==> config.mk <==
export PLATFORM = sky130hd
export DESIGN_NAME = reorder_buffer
export DESIGN_NICKNAME = d
export VERILOG_FILES = /design/src/rtl/reorder_buffer.sv
export SDC_FILE = /design/constraint.sdc
export NUM_CORES = 2
export LEC_CHECK = 0
export CORE_ASPECT_RATIO = 0.7
export CORE_MARGIN = 1.5
export CORE_UTILIZATION = 40
export DETAILED_ROUTE_END_ITERATION = 12
export PLACE_DENSITY = 0.62
export RECOVER_POWER = 25
export SETUP_SLACK_MARGIN = 0.2
export SLEW_MARGIN = 0
export SYNTH_ARGS = -nofsm -noshare
export SYNTH_HDL_FRONTEND = slang
export SYNTH_SLANG_ARGS = --single-unit
==> constraint.sdc <==
create_clock -name clk_in -period 7.55 [get_ports clk_in]
set_input_delay 1.51 -clock clk_in [delete_from_list [all_inputs] [get_ports clk_in]]
set_output_delay 1.51 -clock clk_in [all_outputs]
set_load 0.05 [all_outputs]
==> src/rtl/reorder_buffer.sv <==
// 16-entry circular reorder buffer: in-order allocate at tail, out-of-order completion
// from the CDB, in-order retire at head with mispredict detection and operand lookup.
module reorder_buffer #(
    parameter int ROB_SIZE = 16,
    parameter int TAG_W    = 4
) (
    input  logic             clk_in,
    input  logic             rst_n,
    input  logic             rdy_in,

    input  logic             issue_valid,
    input  logic [4:0]       issue_rd,
    input  logic             issue_has_rd,
    input  logic             issue_is_branch,
    input  logic             issue_pred_taken,
    input  logic [31:0]      issue_pc,
    output logic [TAG_W-1:0] issue_tag,
    output logic             rob_full,

    input  logic [TAG_W-1:0] q1_tag,
    input  logic [TAG_W-1:0] q2_tag,
    output logic             q1_ready,
    output logic             q2_ready,
    output logic [31:0]      q1_val,
    output logic [31:0]      q2_val,

    input  logic             cdb_valid,
    input  logic [TAG_W-1:0] cdb_tag,
    input  logic [31:0]      cdb_val,
    input  logic             cdb_taken,
    input  logic [31:0]      cdb_target,

    output logic             commit_valid,
    output logic [4:0]       commit_rd,
    output logic [31:0]      commit_val,
    output logic [TAG_W-1:0] commit_tag,
    output logic             flush,
    output logic [31:0]      flush_pc
);

    localparam logic [TAG_W:0]   FULL_COUNT = (TAG_W+1)'(ROB_SIZE);
    localparam logic [TAG_W-1:0] TAG_ONE    = TAG_W'(1);
    localparam logic [TAG_W:0]   CNT_ONE    = (TAG_W+1)'(1);

    // Per-entry control state (reset) and payload (not reset).
    logic [ROB_SIZE-1:0] r_busy;
    logic [ROB_SIZE-1:0] r_ready;
    logic [ROB_SIZE-1:0] r_has_rd;
    logic [ROB_SIZE-1:0] r_is_branch;
    logic [ROB_SIZE-1:0] r_pred;
    logic [ROB_SIZE-1:0] r_taken;
    logic [4:0]          r_rd     [ROB_SIZE];
    logic [31:0]         r_val    [ROB_SIZE];
    logic [31:0]         r_pc     [ROB_SIZE];
    logic [31:0]         r_target [ROB_SIZE];

    logic [TAG_W-1:0]    r_head;
    logic [TAG_W-1:0]    r_tail;
    logic [TAG_W:0]      r_count;

    logic                r_commit_valid;
    logic [4:0]          r_commit_rd;
    logic [31:0]         r_commit_val;
    logic [TAG_W-1:0]    r_commit_tag;
    logic                r_flush;
    logic [31:0]         r_flush_pc;

    logic                w_retire;
    logic                w_flush_now;
    logic                w_issue;
    logic                w_wb;

    assign rob_full  = (r_count == FULL_COUNT);
    assign issue_tag = r_tail;

    // Retire looks only at registered state; a same-cycle CDB result waits one cycle.
    assign w_retire    = rdy_in && r_busy[r_head] && r_ready[r_head];
    assign w_flush_now = w_retire && r_is_branch[r_head] &&
                         (r_taken[r_head] != r_pred[r_head]);
    assign w_issue     = rdy_in && issue_valid && !rob_full && !w_flush_now;
    assign w_wb        = rdy_in && cdb_valid && r_busy[cdb_tag] && !w_flush_now;

    assign commit_valid = r_commit_valid;
    assign commit_rd    = r_commit_rd;
    assign commit_val   = r_commit_val;
    assign commit_tag   = r_commit_tag;
    assign flush        = r_flush;
    assign flush_pc     = r_flush_pc;

    // NOTE: all sequential state uses non-blocking assignments so every read in this
    // block sees the pre-edge value, independent of statement order within the block.
    always_ff @(posedge clk_in or negedge rst_n) begin
        if (!rst_n) begin
            r_busy         <= '0;
            r_ready        <= '0;
            r_head         <= '0;
            r_tail         <= '0;
            r_count        <= '0;
            r_commit_valid <= 1'b0;
            r_commit_rd    <= '0;
            r_commit_val   <= '0;
            r_commit_tag   <= '0;
            r_flush        <= 1'b0;
            r_flush_pc     <= '0;
        end else begin
            r_commit_valid <= 1'b0;
            r_flush        <= 1'b0;

            if (w_flush_now) begin
                r_busy  <= '0;
                r_ready <= '0;
                r_head  <= '0;
                r_tail  <= '0;
                r_count <= '0;
            end else begin
                if (w_wb) begin
                    r_ready[cdb_tag] <= 1'b1;
                end
                if (w_issue) begin
                    r_busy[r_tail]  <= 1'b1;
                    r_ready[r_tail] <= 1'b0;
                    r_tail          <= r_tail + TAG_ONE;
                end
                // Placed after the writeback so retiring the head always frees it.
                if (w_retire) begin
                    r_busy[r_head]  <= 1'b0;
                    r_ready[r_head] <= 1'b0;
                    r_head          <= r_head + TAG_ONE;
                end
                if (w_issue && !w_retire) begin
                    r_count <= r_count + CNT_ONE;
                end else if (!w_issue && w_retire) begin
                    r_count <= r_count - CNT_ONE;
                end
            end

            if (w_retire) begin
                r_commit_valid <= r_has_rd[r_head] && (r_rd[r_head] != 5'd0);
                r_commit_rd    <= r_rd[r_head];
                r_commit_val   <= r_val[r_head];
                r_commit_tag   <= r_head;
                if (w_flush_now) begin
                    r_flush    <= 1'b1;
                    r_flush_pc <= r_taken[r_head] ? r_target[r_head]
                                                  : r_pc[r_head] + 32'd4;
                end
            end
        end
    end

    // NOTE: payload storage has no reset; busy/ready gate every use, so stale contents
    // are never observed and the array maps onto plain flops or RAM without reset muxes.
    always_ff @(posedge clk_in) begin
        if (w_issue) begin
            r_rd[r_tail]        <= issue_rd;
            r_has_rd[r_tail]    <= issue_has_rd;
            r_is_branch[r_tail] <= issue_is_branch;
            r_pred[r_tail]      <= issue_pred_taken;
            r_pc[r_tail]        <= issue_pc;
            r_val[r_tail]       <= '0;
        end
        if (w_wb) begin
            r_val[cdb_tag]    <= cdb_val;
            r_taken[cdb_tag]  <= cdb_taken;
            r_target[cdb_tag] <= cdb_target;
        end
    end

    // NOTE: every output of a combinational block gets a default first, so no path
    // through the if-tree leaves it unassigned and infers a latch.
    always_comb begin
        q1_ready = 1'b0;
        q1_val   = '0;
        if (r_busy[q1_tag]) begin
            if (cdb_valid && (cdb_tag == q1_tag)) begin
                q1_ready = 1'b1;
                q1_val   = cdb_val;
            end else begin
                q1_ready = r_ready[q1_tag];
                q1_val   = r_val[q1_tag];
            end
        end
    end

    always_comb begin
        q2_ready = 1'b0;
        q2_val   = '0;
        if (r_busy[q2_tag]) begin
            if (cdb_valid && (cdb_tag == q2_tag)) begin
                q2_ready = 1'b1;
                q2_val   = cdb_val;
            end else begin
                q2_ready = r_ready[q2_tag];
                q2_val   = r_val[q2_tag];
            end
        end
    end

endmodule

==> impl_metrics.sql <==
INSERT INTO impl_metrics (metric_group, metric, value, unit) VALUES
('sta', 'period_needed', '6290', 'ps'),
('clock_tree', 'tritoncts', 'built', ''),
('final_layout', 'drive_gt1_share', '28.2', '%'),
('drt', 'detailroute.wirelength.met3', '24.5', 'mm'),
('power', 'p_leak', '0.0294', 'µW'),
('synthesis', 'number_of_synthesized_flops_with_an_enable_pin', '1680', ''),
('drt', 'via_per_inst', '6.11', ''),
('die', 'dieHeight', '382', 'µm'),
('synthesis', 'synth_top_cells_by_area', 'sky130_fd_sc_hd__edfxtp_1, sky130_fd_sc_hd__mux4_2, sky130_fd_sc_hd__and2_1, sky130_fd_sc_hd__dfrtp_1, sky130_fd_sc_hd__nand2_1', ''),
('drt', 'detailroute.wirelength.met2', '110', 'mm'),
('die', 'core_area', '203000', 'µm²'),
('drt', 'wl_per_cell', '33.1', 'µm'),
('final_layout', 'final_common_cell', 'sky130_fd_sc_hd__edfxtp_1', ''),
('synthesis', 'ys_ff_latch', '1800', ''),
('synthesis', 'netlist.area_leader.share', '61.5', '%'),
('sta', 'rsz0062_at_grt', 'no', ''),
('sta', 'fin_worst_hold_slack', '473', 'ps'),
('final_layout', 'flow.area_growth_from_synthesis', '14.1', '%'),
('synthesis', 'postSynthAreaPerCell', '19.2', 'µm²'),
('die', 'num_rows', '138', ''),
('synthesis', 'syn_area', '82100', 'µm²'),
('final_layout', 'layout_fillers', '17100', ''),
('critical_path', 'critPathMaxFanout', '33', ''),
('sta', 'hold_viol_final', '0', ''),
('drt', 'drt_total_wl', '245', 'mm'),
('clock_tree', 'clk_latency', '850', 'ps'),
('die', 'floorplan.die.width', '544', 'µm'),
('global_route', 'antenna_found_initial', '50', ''),
('die', 'top_level_ports', '268', ''),
('clock_tree', 'number_of_buffers_created_by_cts', '185', ''),
('clock_tree', 'clock_root_buffer', 'sky130_fd_sc_hd__clkbuf_16', ''),
('sta', 'maxSlewViolCount', '73', ''),
('drt', 'vias', '45300', ''),
('synthesis', 'yosysWarnings', '0', ''),
('synthesis', 'synth.lib_cells_used.distinct', '68', ''),
('die', 'dieArea', '208000', 'µm²'),
('synthesis', 'synth.yosys.seq_area_share', '65.1', '%'),
('final_layout', 'layout.cells.most_common_list', 'sky130_fd_sc_hd__edfxtp_1, sky130_fd_sc_hd__mux4_2, sky130_fd_sc_hd__and2_1', ''),
('status', 'status', 'finished with violations', ''),
('sta', 'finalSetupViolations', '0', ''),
('status', 'violations', 'capacitance limit, slew limit', ''),
('power', 'fin_total_pwr', '30800', 'µW'),
('run', 'maxCapViolations', '2', ''),
('global_route', 'overflow', '0', ''),
('clock_tree', 'cts.clk_slew.worst_paths', '60', 'ps'),
('clock_tree', 'cts_max_level', '4', ''),
('place', 'io_buffers', '267', ''),
('critical_path', 'arrival', '4780', 'ps'),
('clock_tree', 'ctsResizeCount', '0', ''),
('worst_hold_path', 'holdCritPathClass', 'reg -> reg', ''),
('sta', 'finClkSkew', '87.6', 'ps'),
('place', 'finalWeightedCongestion', '0.849', ''),
('synthesis', 'synthDominantAreaCellType', 'sky130_fd_sc_hd__edfxtp_1', ''),
('synthesis', 'fraction_of_synthesis_flops_using_an_asynchronous_set_or_reset_pin', '6.67', '%'),
('power', 'vdd.ir_drop.worst', '0.316', 'mV'),
('sta', 'max_fclk', '159', 'MHz'),
('synthesis', 'post_synth_inst_count', '4277', ''),
('clock_tree', 'cts.sink_count', '1800', ''),
('global_route', 'first_global_vias', '44500', ''),
('sta', 'maxSlewHeadroom', '-102', '%'),
('critical_path', 'critical_path_required', '6040', 'ps'),
('power', 'power-per-cell-area', '330', 'nW/µm²'),
('sta', 'worst_pin_slew', '3030', 'ps'),
('drt', 'drtAntennaViolNets', '0', ''),
('final_layout', 'final_nets', '4668', ''),
('drt', 'route.top_layer_used', 'met5', ''),
('critical_path', 'worst_setup_path_start_kind', 'primary input', ''),
('critical_path', 'path_class', 'in -> out', ''),
('drt', 'detailedRoute.firstPassIterationCount', '7', ''),
('synthesis', 'primary_ff_master_synth', 'sky130_fd_sc_hd__edfxtp_1', ''),
('global_route', 'grtUsageTotal', '23.6', '%');
## registers in the layout, indices dropped and copies added (netlist names), 32 cells and up
name / cells
flush_pc: 32
r_val: 512
r_rd: 80
r_target: 512
r_pc: 512
commit_val: 32
## routing by layer
metal / vias up / GRT usage [%]
li1: 18100 / -
met1: 24400 / 35.2
met2: 2412 / 34.8
met3: 430 / 5.51
met4: 24 / 5.93
met5: - / 0
## power by group
group,internal (µW),switching (µW)
logic,4130,5740
registers,11500,604
clock network,4980,3870
## cell families after synthesis
logic type	share of synthesized area [%]
flip-flops	65.1
AND/OR/NAND/NOR	6.47
multiplexers	24.0
buffers and inverters	1.95
AO/OA/AOI/OAI	1.84
XOR/XNOR	0.352
adder cells (fa/ha/maj)	0.223
## area by class of cell
cell class / instances / area, µm² / share of cell area, %
tap: 2730 / 3420 / 3.65
sequential: 1800 / 53500 / 57.1
inverter: 12 / 45.0 / 0.0481
timing repair buffer: 401 / 3770 / 4.02
antenna: 14 / 35.0 / 0.0374
multi-input combinational: 2132 / 27200 / 29.0
clock buffer: 240 / 4930 / 5.26
clock inverter: 92 / 766 / 0.818
## worst paths after layout
path                       cells past startpoint             to     startpoint  slack (ps)
max reg2reg                                   10   r_val[0][21]      r_head[0]        1640
min reg2reg                                    2  commit_tag[3]  commit_tag[3]         470
min                                            2  commit_tag[3]  commit_tag[3]         470
max in group asynchronous                      2      r_head[3]          rst_n        2270
min in group asynchronous                      1  commit_val[0]          rst_n        1210
max                                            8     q2_val[24]     cdb_tag[1]        1260
## synth_stat cells (4+ instances only)
cell type	instances
sky130_fd_sc_hd__nand3_1	15
sky130_fd_sc_hd__buf_4	20
sky130_fd_sc_hd__edfxtp_1	1680
sky130_fd_sc_hd__a22oi_1	33
sky130_fd_sc_hd__xor2_1	18
sky130_fd_sc_hd__mux4_1	23
sky130_fd_sc_hd__inv_1	10
sky130_fd_sc_hd__nor4_1	10
sky130_fd_sc_hd__clkbuf_1	204
sky130_fd_sc_hd__buf_2	58
sky130_fd_sc_hd__mux4_2	824
sky130_fd_sc_hd__mux2_2	30
sky130_fd_sc_hd__nand4_1	7
sky130_fd_sc_hd__dfrtp_1	120
sky130_fd_sc_hd__o211ai_1	5
sky130_fd_sc_hd__nor3b_1	7
sky130_fd_sc_hd__o311ai_0	9
sky130_fd_sc_hd__o21a_1	11
sky130_fd_sc_hd__o22ai_1	5
sky130_fd_sc_hd__o31a_1	5
sky130_fd_sc_hd__or2_2	13
sky130_fd_sc_hd__a21oi_1	83
sky130_fd_sc_hd__nor2_2	6
sky130_fd_sc_hd__and3_1	16
sky130_fd_sc_hd__o21ai_0	49
sky130_fd_sc_hd__ha_1	13
sky130_fd_sc_hd__xnor2_1	15
sky130_fd_sc_hd__buf_1	38
sky130_fd_sc_hd__mux2i_1	22
sky130_fd_sc_hd__nor2_1	61
sky130_fd_sc_hd__nor4_4	4
sky130_fd_sc_hd__nand2_1	236
sky130_fd_sc_hd__a211oi_1	5
sky130_fd_sc_hd__nor3_1	18
sky130_fd_sc_hd__a221oi_1	4
sky130_fd_sc_hd__and2_1	526
sky130_fd_sc_hd__buf_12	6
sky130_fd_sc_hd__a22o_1	7
sky130_fd_sc_hd__buf_6	5
sky130_fd_sc_hd__o21ai_1	4
## worst max-delay path, stage by stage
cell and delay (ps):
sky130_fd_sc_hd__clkdlybuf4s50_1 470, sky130_fd_sc_hd__buf_4 310, sky130_fd_sc_hd__xor2_1 110, sky130_fd_sc_hd__nor3_1 280
sky130_fd_sc_hd__and3_2 850, sky130_fd_sc_hd__nand2_1 130, sky130_fd_sc_hd__a21oi_1 210, sky130_fd_sc_hd__clkdlybuf4s50_1 850
## through the flow
stage	utilization [%]	setup WS (ps)	cell area, µm²
after floorplan	-	1930	82100
after CTS	46.1	1260	93600
final	46.1	1260	93600
after global routing	46.1	1090	93600
after global placement	43.3	1380	87900
after detailed placement	43.3	1290	87900
Note: power is estimated with default switching activity, not from simulation.
